## src/rtl/wb_trap_ctrl_pkg.sv

```systemverilog
// Shared definitions for the writeback trap controller.
//   - Machine-mode CSR addresses handled by the trap CSR file
//   - mcause value used for the machine external interrupt
//   - Controller state encoding
package wb_trap_ctrl_pkg;

  localparam logic [11:0] CSR_MSTATUS  = 12'h300;
  localparam logic [11:0] CSR_MTVEC    = 12'h305;
  localparam logic [11:0] CSR_MSCRATCH = 12'h340;
  localparam logic [11:0] CSR_MEPC     = 12'h341;
  localparam logic [11:0] CSR_MCAUSE   = 12'h342;

  // Interrupt flag in bit 31, code 11 = machine external interrupt.
  localparam logic [31:0] MCAUSE_IRQ_EXT = 32'h8000_000B;

  typedef enum logic [1:0] {
    StRun      = 2'd0,
    StRedirect = 2'd1,
    StDrain    = 2'd2
  } state_e;

endpackage

```

## src/rtl/wb_csr_file.sv

```systemverilog
// Machine-mode trap CSR file: mstatus (MIE/MPIE), mtvec, mscratch, mepc, mcause.
// Ports:
//   i_clk, i_rst           clock, synchronous active-high reset
//   i_csr_we/windex/wdata  software CSR write (already gated by the controller)
//   i_trap, i_trap_epc,
//   i_trap_cause           trap entry (exception or interrupt)
//   i_mret                 trap return
//   i_csr_rindex           read address
//   o_csr_rdata            combinational read data of registered state
//   o_mtvec_base, o_mepc   redirect targets
//   o_mie                  global machine interrupt enable
module wb_csr_file
  import wb_trap_ctrl_pkg::*;
#(
  parameter logic [31:0] RESET_MTVEC = 32'h0000_0100
) (
  input  logic        i_clk,
  input  logic        i_rst,
  input  logic        i_csr_we,
  input  logic [11:0] i_csr_windex,
  input  logic [31:0] i_csr_wdata,
  input  logic        i_trap,
  input  logic [31:0] i_trap_epc,
  input  logic [31:0] i_trap_cause,
  input  logic        i_mret,
  input  logic [11:0] i_csr_rindex,
  output logic [31:0] o_csr_rdata,
  output logic [31:0] o_mtvec_base,
  output logic [31:0] o_mepc,
  output logic        o_mie
);

  logic        r_mie;
  logic        r_mpie;
  logic [31:0] r_mtvec;
  logic [31:0] r_mscratch;
  logic [31:0] r_mepc;
  logic [31:0] r_mcause;
  logic [31:0] w_mstatus;

  always_ff @(posedge i_clk) begin
    if (i_rst) begin
      r_mie      <= 1'b0;
      r_mpie     <= 1'b0;
      r_mtvec    <= RESET_MTVEC & 32'hFFFF_FFFC;
      r_mscratch <= 32'h0;
      r_mepc     <= 32'h0;
      r_mcause   <= 32'h0;
    end else begin
      if (i_csr_we) begin
        case (i_csr_windex)
          CSR_MSTATUS: begin
            r_mie  <= i_csr_wdata[3];
            r_mpie <= i_csr_wdata[7];
          end
          CSR_MTVEC:    r_mtvec    <= i_csr_wdata & 32'hFFFF_FFFC;
          CSR_MSCRATCH: r_mscratch <= i_csr_wdata;
          CSR_MEPC:     r_mepc     <= i_csr_wdata & 32'hFFFF_FFFC;
          CSR_MCAUSE:   r_mcause   <= i_csr_wdata;
          default: ;
        endcase
      end
      // Trap side effects come last so they win over a same-cycle software write.
      if (i_trap) begin
        r_mepc   <= i_trap_epc;
        r_mcause <= i_trap_cause;
        r_mpie   <= r_mie;
        r_mie    <= 1'b0;
      end else if (i_mret) begin
        r_mie  <= r_mpie;
        r_mpie <= 1'b1;
      end
    end
  end

  // MPP is hardwired to machine mode.
  assign w_mstatus = {19'b0, 2'b11, 3'b0, r_mpie, 3'b0, r_mie, 3'b0};

  always_comb begin
    o_csr_rdata = 32'h0;
    case (i_csr_rindex)
      CSR_MSTATUS:  o_csr_rdata = w_mstatus;
      CSR_MTVEC:    o_csr_rdata = r_mtvec;
      CSR_MSCRATCH: o_csr_rdata = r_mscratch;
      CSR_MEPC:     o_csr_rdata = r_mepc;
      CSR_MCAUSE:   o_csr_rdata = r_mcause;
      default:      o_csr_rdata = 32'h0;
    endcase
  end

  assign o_mtvec_base = {r_mtvec[31:2], 2'b00};
  assign o_mepc       = r_mepc;
  assign o_mie        = r_mie;

endmodule

```

## src/rtl/wb_trap_ctrl.sv

```systemverilog
// Writeback-stage controller: retires GPR/CSR writes, sequences trap entry and
// mret, and issues a one-cycle flush/redirect followed by a write-suppressing drain.
// Ports:
//   i_clk, i_cpurst                    clock, synchronous active-high reset
//   i_wb_*                             registered MEM/WB instruction state
//   i_irq_ext                          level-sensitive machine external interrupt
//   i_csr_rindex / o_csr_rdata         CSR read port (combinational)
//   o_rf_we/o_rf_waddr/o_rf_wdata      register-file write port (combinational)
//   o_redirect / o_redirect_pc         flush pulse and target PC
module wb_trap_ctrl
  import wb_trap_ctrl_pkg::*;
#(
  parameter logic [31:0] RESET_MTVEC  = 32'h0000_0100,
  parameter int unsigned DRAIN_CYCLES = 2
) (
  input  logic        i_clk,
  input  logic        i_cpurst,
  input  logic        i_wb_valid,
  input  logic        i_wb_wr_reg,
  input  logic [4:0]  i_wb_wr_regindex,
  input  logic [31:0] i_wb_wr_wdata,
  input  logic [31:0] i_wb_pc,
  input  logic        i_wb_exp,
  input  logic [3:0]  i_wb_exp_cause,
  input  logic        i_wb_wr_csrreg,
  input  logic [11:0] i_wb_wr_csrindex,
  input  logic [31:0] i_wb_wr_csrwdata,
  input  logic        i_wb_mret,
  input  logic        i_irq_ext,
  input  logic [11:0] i_csr_rindex,
  output logic [31:0] o_csr_rdata,
  output logic        o_rf_we,
  output logic [4:0]  o_rf_waddr,
  output logic [31:0] o_rf_wdata,
  output logic        o_redirect,
  output logic [31:0] o_redirect_pc
);

  state_e      r_state;
  logic [2:0]  r_cnt;
  logic        r_redirect;
  logic [31:0] r_redirect_pc;

  logic        w_run;
  logic        w_exp;
  logic        w_mret;
  logic        w_irq;
  logic        w_event;
  logic        w_retire;
  logic        w_csr_we;
  logic        w_mie;
  logic [31:0] w_mtvec_base;
  logic [31:0] w_mepc;
  logic [31:0] w_trap_epc;
  logic [31:0] w_trap_cause;
  logic [31:0] w_target;

  // Event decode, priority exception > mret > interrupt; only honoured in RUN.
  assign w_run  = (r_state == StRun);
  assign w_exp  = w_run & i_wb_exp;
  assign w_mret = w_run & i_wb_mret & ~i_wb_exp;
  assign w_irq  = w_run & ~i_wb_exp & ~i_wb_mret & i_irq_ext & w_mie & i_wb_valid;
  assign w_event = w_exp | w_mret | w_irq;

  // An interrupted instruction still retires; exceptions and mret do not.
  assign w_retire = w_run & i_wb_valid & ~i_wb_exp & ~i_wb_mret & ~i_cpurst;
  assign w_csr_we = w_retire & i_wb_wr_csrreg;

  assign o_rf_we    = w_retire & i_wb_wr_reg & (i_wb_wr_regindex != 5'd0);
  assign o_rf_waddr = i_wb_wr_regindex;
  assign o_rf_wdata = i_wb_wr_wdata;

  // Interrupt resumes at the instruction after the one that retired.
  assign w_trap_epc   = w_exp ? (i_wb_pc & 32'hFFFF_FFFC)
                              : ((i_wb_pc + 32'd4) & 32'hFFFF_FFFC);
  assign w_trap_cause = w_exp ? {28'b0, i_wb_exp_cause} : MCAUSE_IRQ_EXT;
  assign w_target     = w_mret ? w_mepc : w_mtvec_base;

  wb_csr_file #(
    .RESET_MTVEC(RESET_MTVEC)
  ) u_csr (
    .i_clk       (i_clk),
    .i_rst       (i_cpurst),
    .i_csr_we    (w_csr_we),
    .i_csr_windex(i_wb_wr_csrindex),
    .i_csr_wdata (i_wb_wr_csrwdata),
    .i_trap      (w_exp | w_irq),
    .i_trap_epc  (w_trap_epc),
    .i_trap_cause(w_trap_cause),
    .i_mret      (w_mret),
    .i_csr_rindex(i_csr_rindex),
    .o_csr_rdata (o_csr_rdata),
    .o_mtvec_base(w_mtvec_base),
    .o_mepc      (w_mepc),
    .o_mie       (w_mie)
  );

  always_ff @(posedge i_clk) begin
    if (i_cpurst) begin
      r_state       <= StRun;
      r_cnt         <= 3'd0;
      r_redirect    <= 1'b0;
      r_redirect_pc <= 32'h0;
    end else begin
      case (r_state)
        StRun: begin
          if (w_event) begin
            r_state       <= StRedirect;
            r_redirect    <= 1'b1;
            r_redirect_pc <= w_target;
          end
        end
        StRedirect: begin
          r_state    <= StDrain;
          r_redirect <= 1'b0;
          r_cnt      <= 3'(DRAIN_CYCLES);
        end
        StDrain: begin
          // Last drain cycle when the count is about to reach zero.
          if (r_cnt <= 3'd1) begin
            r_state <= StRun;
            r_cnt   <= 3'd0;
          end else begin
            r_cnt <= r_cnt - 3'd1;
          end
        end
        default: begin
          r_state    <= StRun;
          r_redirect <= 1'b0;
        end
      endcase
    end
  end

  assign o_redirect    = r_redirect;
  assign o_redirect_pc = r_redirect_pc;

endmodule

```

## config.mk

```make
export PLATFORM = sky130hd
export DESIGN_NAME = wb_trap_ctrl
export DESIGN_NICKNAME = d
export VERILOG_FILES = /design/src/rtl/wb_trap_ctrl_pkg.sv /design/src/rtl/wb_csr_file.sv /design/src/rtl/wb_trap_ctrl.sv
export SDC_FILE = /design/constraint.sdc
export NUM_CORES = 1
export LEC_CHECK = 0
export CAP_MARGIN = 20
export CELL_PAD_IN_SITES_DETAIL_PLACEMENT = 2
export CELL_PAD_IN_SITES_GLOBAL_PLACEMENT = 2
export CORE_UTILIZATION = 24
export DETAILED_ROUTE_END_ITERATION = 8
export HOLD_SLACK_MARGIN = 0.1
export PLACE_DENSITY_LB_ADDON = 0.1
export SETUP_SLACK_MARGIN = 0.1
export SYNTH_ARGS = -nofsm -noshare
export SYNTH_HDL_FRONTEND = slang
export SYNTH_SLANG_ARGS = --single-unit
```

## constraint.sdc

```tcl
create_clock -name i_clk -period 2.3 [get_ports i_clk]
set_clock_uncertainty 0.1 [all_clocks]
set_input_delay 0.23 -clock i_clk [delete_from_list [all_inputs] [get_ports i_clk]]
set_output_delay 0.23 -clock i_clk [all_outputs]
set_load 0.02 [all_outputs]
```

; ---- Yosys cells after proc, flatten, opt, wreduce, memory -nomap -nowiden
; Cells that the tools add are included.
[classes]
bitwise = 22
n_eq_ne = 14
addsub = 2
magnitude_cmp = 1
mux = 24
reduce_logical = 20
[ops]
columns = operator, count
row1 = $mux 32, 9
row2 = $pmux 32 s5, 1
row3 = $eq 12x10->1 const B, 10
row4 = $add 32x3->32 const B, 1
row5 = $reduce_and 2->1, 9
row6 = $and 1x1->1, 15
row7 = $reduce_bool 2->1, 6
row8 = $mux 1, 8
row9 = $pmux 2 s3, 1
row10 = $pmux 3 s2, 1
row11 = $reduce_bool 3->1, 2
row12 = $reduce_bool 5->1, 1
row13 = $mux 2, 2
row14 = $not 1->1, 4
row15 = $le 3x1->1 const B, 1
row16 = $mux 3, 1
row17 = $or 1x1->1, 3
row18 = $sub 3x1->3 const B, 1
row19 = $eq 2x1->1 const B, 1
row20 = $eq 2x2->1 const B, 1
row21 = $logic_not 2->1, 1
row22 = $ne 2x1->1 const B, 1
row23 = $ne 2x2->1 const B, 1
row24 = $pmux 1 s2, 1
row25 = $reduce_or 2->1, 1
[word_totals]
output_inout_bits = 103
input_bits = 137
elab_cells = 93
reg_bits = 166

; ---- Logic depth before layout (Yosys ltp)
[depth]
depth_word = 9
mapped_depth = 9
ltp_nobuf = 7

; ---- By module
; From an unflattened synthesis, not the netlist that was laid out.
[hier_totals]
hier_cells = 1118
hier_area_um2 = 8996.1
[by_module_without_submodules]
columns = mod, area_each_um2, cells_each, n_inst, seq_area_each_um2
row1 = wb_csr_file, 6175.9, 754, 1, 2562.5
row2 = wb_trap_ctrl, 2820.2, 364, 1, 760.7

; ---- Worst setup path after synthesis
; No wires, ideal clock.
[synth_path]
path_type = register to register
startpoint = register r_state[0]
endpoint = register u_csr.r_mepc[16] (netlist: u_csr.o_mepc[16])
n_path_buf = 2
t_required_ns = 2.067
period_less_slack_ns = 2.261
path_stages_with_launch = 10
setup_slack_ns = 0.039
t_arrival_ns = 2.028
setup_ns = 0.133
path_cell_list = dfxtp_1 > inv_1 > ha_1 > and2_4 > buf_6 > or4_4 > buf_6 > o21a_1 > o31ai_1 > a21oi_1
[synth_via]
elab_chain_cells = 9
elab_cells_between_ends = 18
classes_between = mux (2) / bitwise (12) / reduce/logical (4)
[synth_lines]
columns = item, line_no
row1 = from (decl), wb_trap_ctrl.sv:39  ; state_e r_state;
row2 = from (signal assigned), wb_trap_ctrl.sv:100  ; r_state <= StRun;
row3 = from (signal assigned), wb_trap_ctrl.sv:108  ; r_state <= StRedirect;
row4 = from (signal assigned), wb_trap_ctrl.sv:114  ; r_state <= StDrain;
row5 = $logic_not 2->1 (*), wb_trap_ctrl.sv:59  ; assign w_run = (r_state == StRun);
row6 = named net w_run, wb_trap_ctrl.sv:44  ; logic w_run;
row7 = $and 1x1->1 (5 in a row), wb_trap_ctrl.sv:62  ; assign w_irq = w_run & ~i_wb_exp & ~i_wb_mret & i_irq_ext & w_mie & i_wb_valid;
row8 = $or 1x1->1, wb_trap_ctrl.sv:87  ; .i_trap (w_exp | w_irq),
row9 = $reduce_bool 2->1 (no line), n/a
row10 = $reduce_and 2->1 (no line), n/a
row11 = to (signal assigned), wb_csr_file.sv:58  ; CSR_MEPC: r_mepc <= i_csr_wdata & 32'hFFFF_FFFC;
row12 = to (signal assigned), wb_csr_file.sv:65  ; r_mepc <= i_trap_epc;
row13 = to (decl), wb_csr_file.sv:37  ; logic [31:0] r_mepc;
; Mark *: on every way through the listed nets, which the timed path passes. The rest lies on a longest branch.
; A chain may end at the register's enable or synchronous reset.

; ---- Worst setup path after layout
[layout_path]
startpoint = register r_state[1]
endpoint = register u_csr.r_mcause[7]
[layout_via]
elab_chain_cells = 9
elab_cells_between_ends = 17
classes_between = mux (1) / bitwise (12) / reduce/logical (4)
[layout_lines]
columns = item, line_no
row1 = $logic_not 2->1 (*), wb_trap_ctrl.sv:59
row2 = named net w_run, wb_trap_ctrl.sv:44
row3 = $and 1x1->1 (5 in a row), wb_trap_ctrl.sv:62
row4 = $or 1x1->1, wb_trap_ctrl.sv:87
row5 = $reduce_bool 2->1 (no line), n/a
row6 = $reduce_and 2->1 (no line), n/a
row7 = to (signal assigned), wb_csr_file.sv:59  ; CSR_MCAUSE: r_mcause <= i_csr_wdata;
row8 = to (signal assigned), wb_csr_file.sv:66  ; r_mcause <= i_trap_cause;
row9 = to (decl), wb_csr_file.sv:38  ; logic [31:0] r_mcause;
; Marked as above.

==> results.md <==
- Max cap viols: 0
- Area of the multi-input gates: 5446 µm²
- Port Buf Inserts: 171
- Vias: 8860
- Area Overhead vs Synth: 62.41%
- RSZ-0062 raised after global routing: true
- Most used DFF post-synth: dfxtp_1
- Root Driver: clkbuf_16
- Layout Nets: 1415
- Largest net degree at the start of global routing: between 100 and 150
- Fill count: 3671
- Slew margin rel.: 59.67%
- Die Y: around 190 µm
- Final setup fails: 0
- Post-synth top area share: ~39%
- Final setup TNS: 0 ps
- Remaining antenna violation count: 0
- Flops & latches, synth: 162
- Power density cells: 669.7 nW/µm²
- Worst EP required: 2520 ps
- GPL Wtd Cong: 0.7623
- Final Critical Period: 2239 ps
- Slew @ Worst Pin: between 600 and 700 ps
- Final Max Tran Viols: 0
- DR iter-0 viols: 481
- Fraction of the yosys area taken by sequential cells: between 30% and 40%
- Clk_lat worst skew: 440 ps
- Core footprint: 33780 µm²
- Area contributors post-synth: dfxtp_1 (39%), nand2_1 (13%), a21oi_1 (6.1%)
- CTS tree: done
- Fin area: 13470 µm²
- Maximum vdd drop: 528.1 µV
- CTS Sinks: 162
- Status: finished, final reports clean
- Crit Path Class: flip-flop to flip-flop
- Global-route wire length before repair: 57540 µm
- Die Area: 35310 µm²
- Clock transition at path regs: 70 ps
- Clk buf depth: 2
- Final HPWL DP: between 20000 and 30000 µm
- Final antenna diode count: 0
- Starting Density: 24.55%
- IO Pins: 240
- Synth area leader: dfxtp_1
- Remaining global-route overflow: 0
- Min-Delay Path Class: input pin to flip-flop
- 1st-pass router iterations: 5
- Gr usage total: between 20% and 30%
- Routed wire length: 40530 µm
- Highest Clock Rate: 0.4466 GHz
- Initial antenna violation count: 0
- Syn Area/Cell: 7.878 µm²
- Final Hold Fails: 0
- Via density: slightly above 5
- FF+latch area: 3246 µm²
- Critical path data arrival time: about 2500 ps
- Vias in the first global route: roughly 9000
- Commonest cells after routing, fill and taps aside: nand2_1 (244), dfxtp_1 (160), clkdlybuf4s50_1 (125)
- EDFF count, synth: 0
- H-tree lvl count: 4
- Synthesized cell area: roughly 8300 µm²
- Setup crit end kind: flip-flop
- Residual DRC: 0
- Post-place instance area: 11030 µm²
- Leakage power: ~5.0 nW
- Synthesized instance count: 1053
- DP Cell Count: 1654
- # rows: 67
- Most common cell after layout, fill and taps aside: nand2_1
- Fin cells: 1732
- YS warnings: 0
- Fraction of layout cells with a size suffix above 1: 32.94%
- Startpoint Class: flip-flop
- DR WL/cell: 23.40 µm
- Num CTS Buffers: 17
- Crit share post-route: 97.34%
- Async S/R FF share, synth: 0%
- Synth cell types: 65
- Worst-path maximum fanout: 8
- Die Width: between 150 and 200 µm
cell families after synthesis:
| logic type | after synthesis | share of synthesized area, % |
|---|---|---|
| DFF | 162 | 39.10 |
| AOI/OAI and AO/OA | 259 | 21.25 |
| muxes | 23 | 2.790 |
| adders and majority gates | 7 | 1.056 |
| other | 1 | 0.04521 |
| xor gates and xnor gates | 23 | 2.428 |
| and+or+nand+nor | 451 | 25.34 |
| buffers and inverters | 127 | 7.994 |
repair_timing:
action | CTS | global route
gates resized for setup | 254 | 240
pin swaps | 18 | 104
hold buffers | 0 | 0
gates cloned | 8 | 9
setup buffers | 20 | 9
setup endpoints to repair | 159 | 127
worst max-delay path, cell delays in order (launching register included):
cell       delay [ps]
dfxtp_2           330
inv_2              80
ha_4              150
buf_8             100
nand4bb_1         130
buf_6             170
nor4_4            120
buf_4             170
nand4_1           220
buf_6             220
clkbuf_16         200
nand2_4            80
a21oi_2            50
area by class of cell:
type	count	share of cell area, %
multi-input combinational	766	40.43
timing repair buffer	318	26.76
sequential	162	24.09
tap	448	4.160
clock buffer	18	3.260
clock inverter	14	1.142
inverter	6	0.1672
final timing paths:
kind / start / to / slack (ps) / cells after the start
max: r_state[1] / u_csr.r_mcause[7] / 60 / 12
max reg2reg: r_state[1] / u_csr.r_mcause[7] / 60 / 12
min reg2reg: u_csr.r_mscratch[11] / u_csr.r_mscratch[11] / 360 / 2
min: i_cpurst / r_state[0] / 260 / 3
state kept, by name, summed over array words and instances, names as in the netlist:
| name | flops |
|---|---|
| r_cnt | 3 |
| u_csr.r_mtvec | 30 |
| o_redirect_pc | 30 |
| u_csr.r_mscratch | 32 |
| o_redirect | 1 |
| u_csr.r_mcause | 32 |
| u_csr.o_mie | 1 |
| u_csr.o_mepc | 30 |
| r_state | 2 |
| u_csr.r_mpie | 1 |
cell usage after synthesis (all sizes together), types with 2 or more instances:
| library cell | number |
|---|---|
| xor2 | 9 |
| o22ai | 3 |
| o31a | 3 |
| o21a | 5 |
| or4b | 2 |
| nand4b | 4 |
| a22o | 2 |
| a311oi | 31 |
| ha | 7 |
| o21ai | 8 |
| nand2 | 298 |
| nand3 | 14 |
| and3 | 5 |
| and4b | 2 |
| a221oi | 10 |
| a31oi | 9 |
| nand4 | 12 |
| clkbuf | 64 |
| nor4bb | 2 |
| nand3b | 3 |
| and2 | 2 |
| nor2 | 60 |
| buf | 57 |
| a31o | 4 |
| a222oi | 2 |
| o31ai | 4 |
| and4 | 3 |
| dfxtp | 162 |
| a21oi | 101 |
| or4 | 3 |
| mux2i | 22 |
| xnor2 | 14 |
| nor3 | 14 |
| a211oi | 18 |
| a22oi | 56 |
| nor4b | 7 |
| inv | 6 |
| nor4 | 13 |
report_power, final:
part | internal [mW] | switching, mW
Combinational | 1.19 | 1.46
Sequential | 3.11 | 0.284
Clock | 1.65 | 1.33
through the flow:
stage / utilization [%] / setup WS (ps) / power, mW / hold slack, ps
2_1_floorplan: - / 102.6 / 4.584 / 254.2
3_3_place_gp: 32.65 / -662.3 / 5.768 / 338.9
3_5_place_dp: 32.65 / -715.6 / 5.818 / 349.2
4_1_cts: 36.26 / 22.44 / 8.946 / 236.0
5_1_grt: 39.88 / -50.44 / 9.453 / 264.0
6_report: 39.88 / 61.09 / 9.023 / 256.1
metal layers:
layer	vias up	track usage, %	part of all wire [%]
met2	213	34.69	48
li1	4140	-	-
met3	29	3.257	4.2
met1	4478	30.25	46
met5	-	0	0
met4	0	4.628	1.4
(Power assumes the default switching activity.)
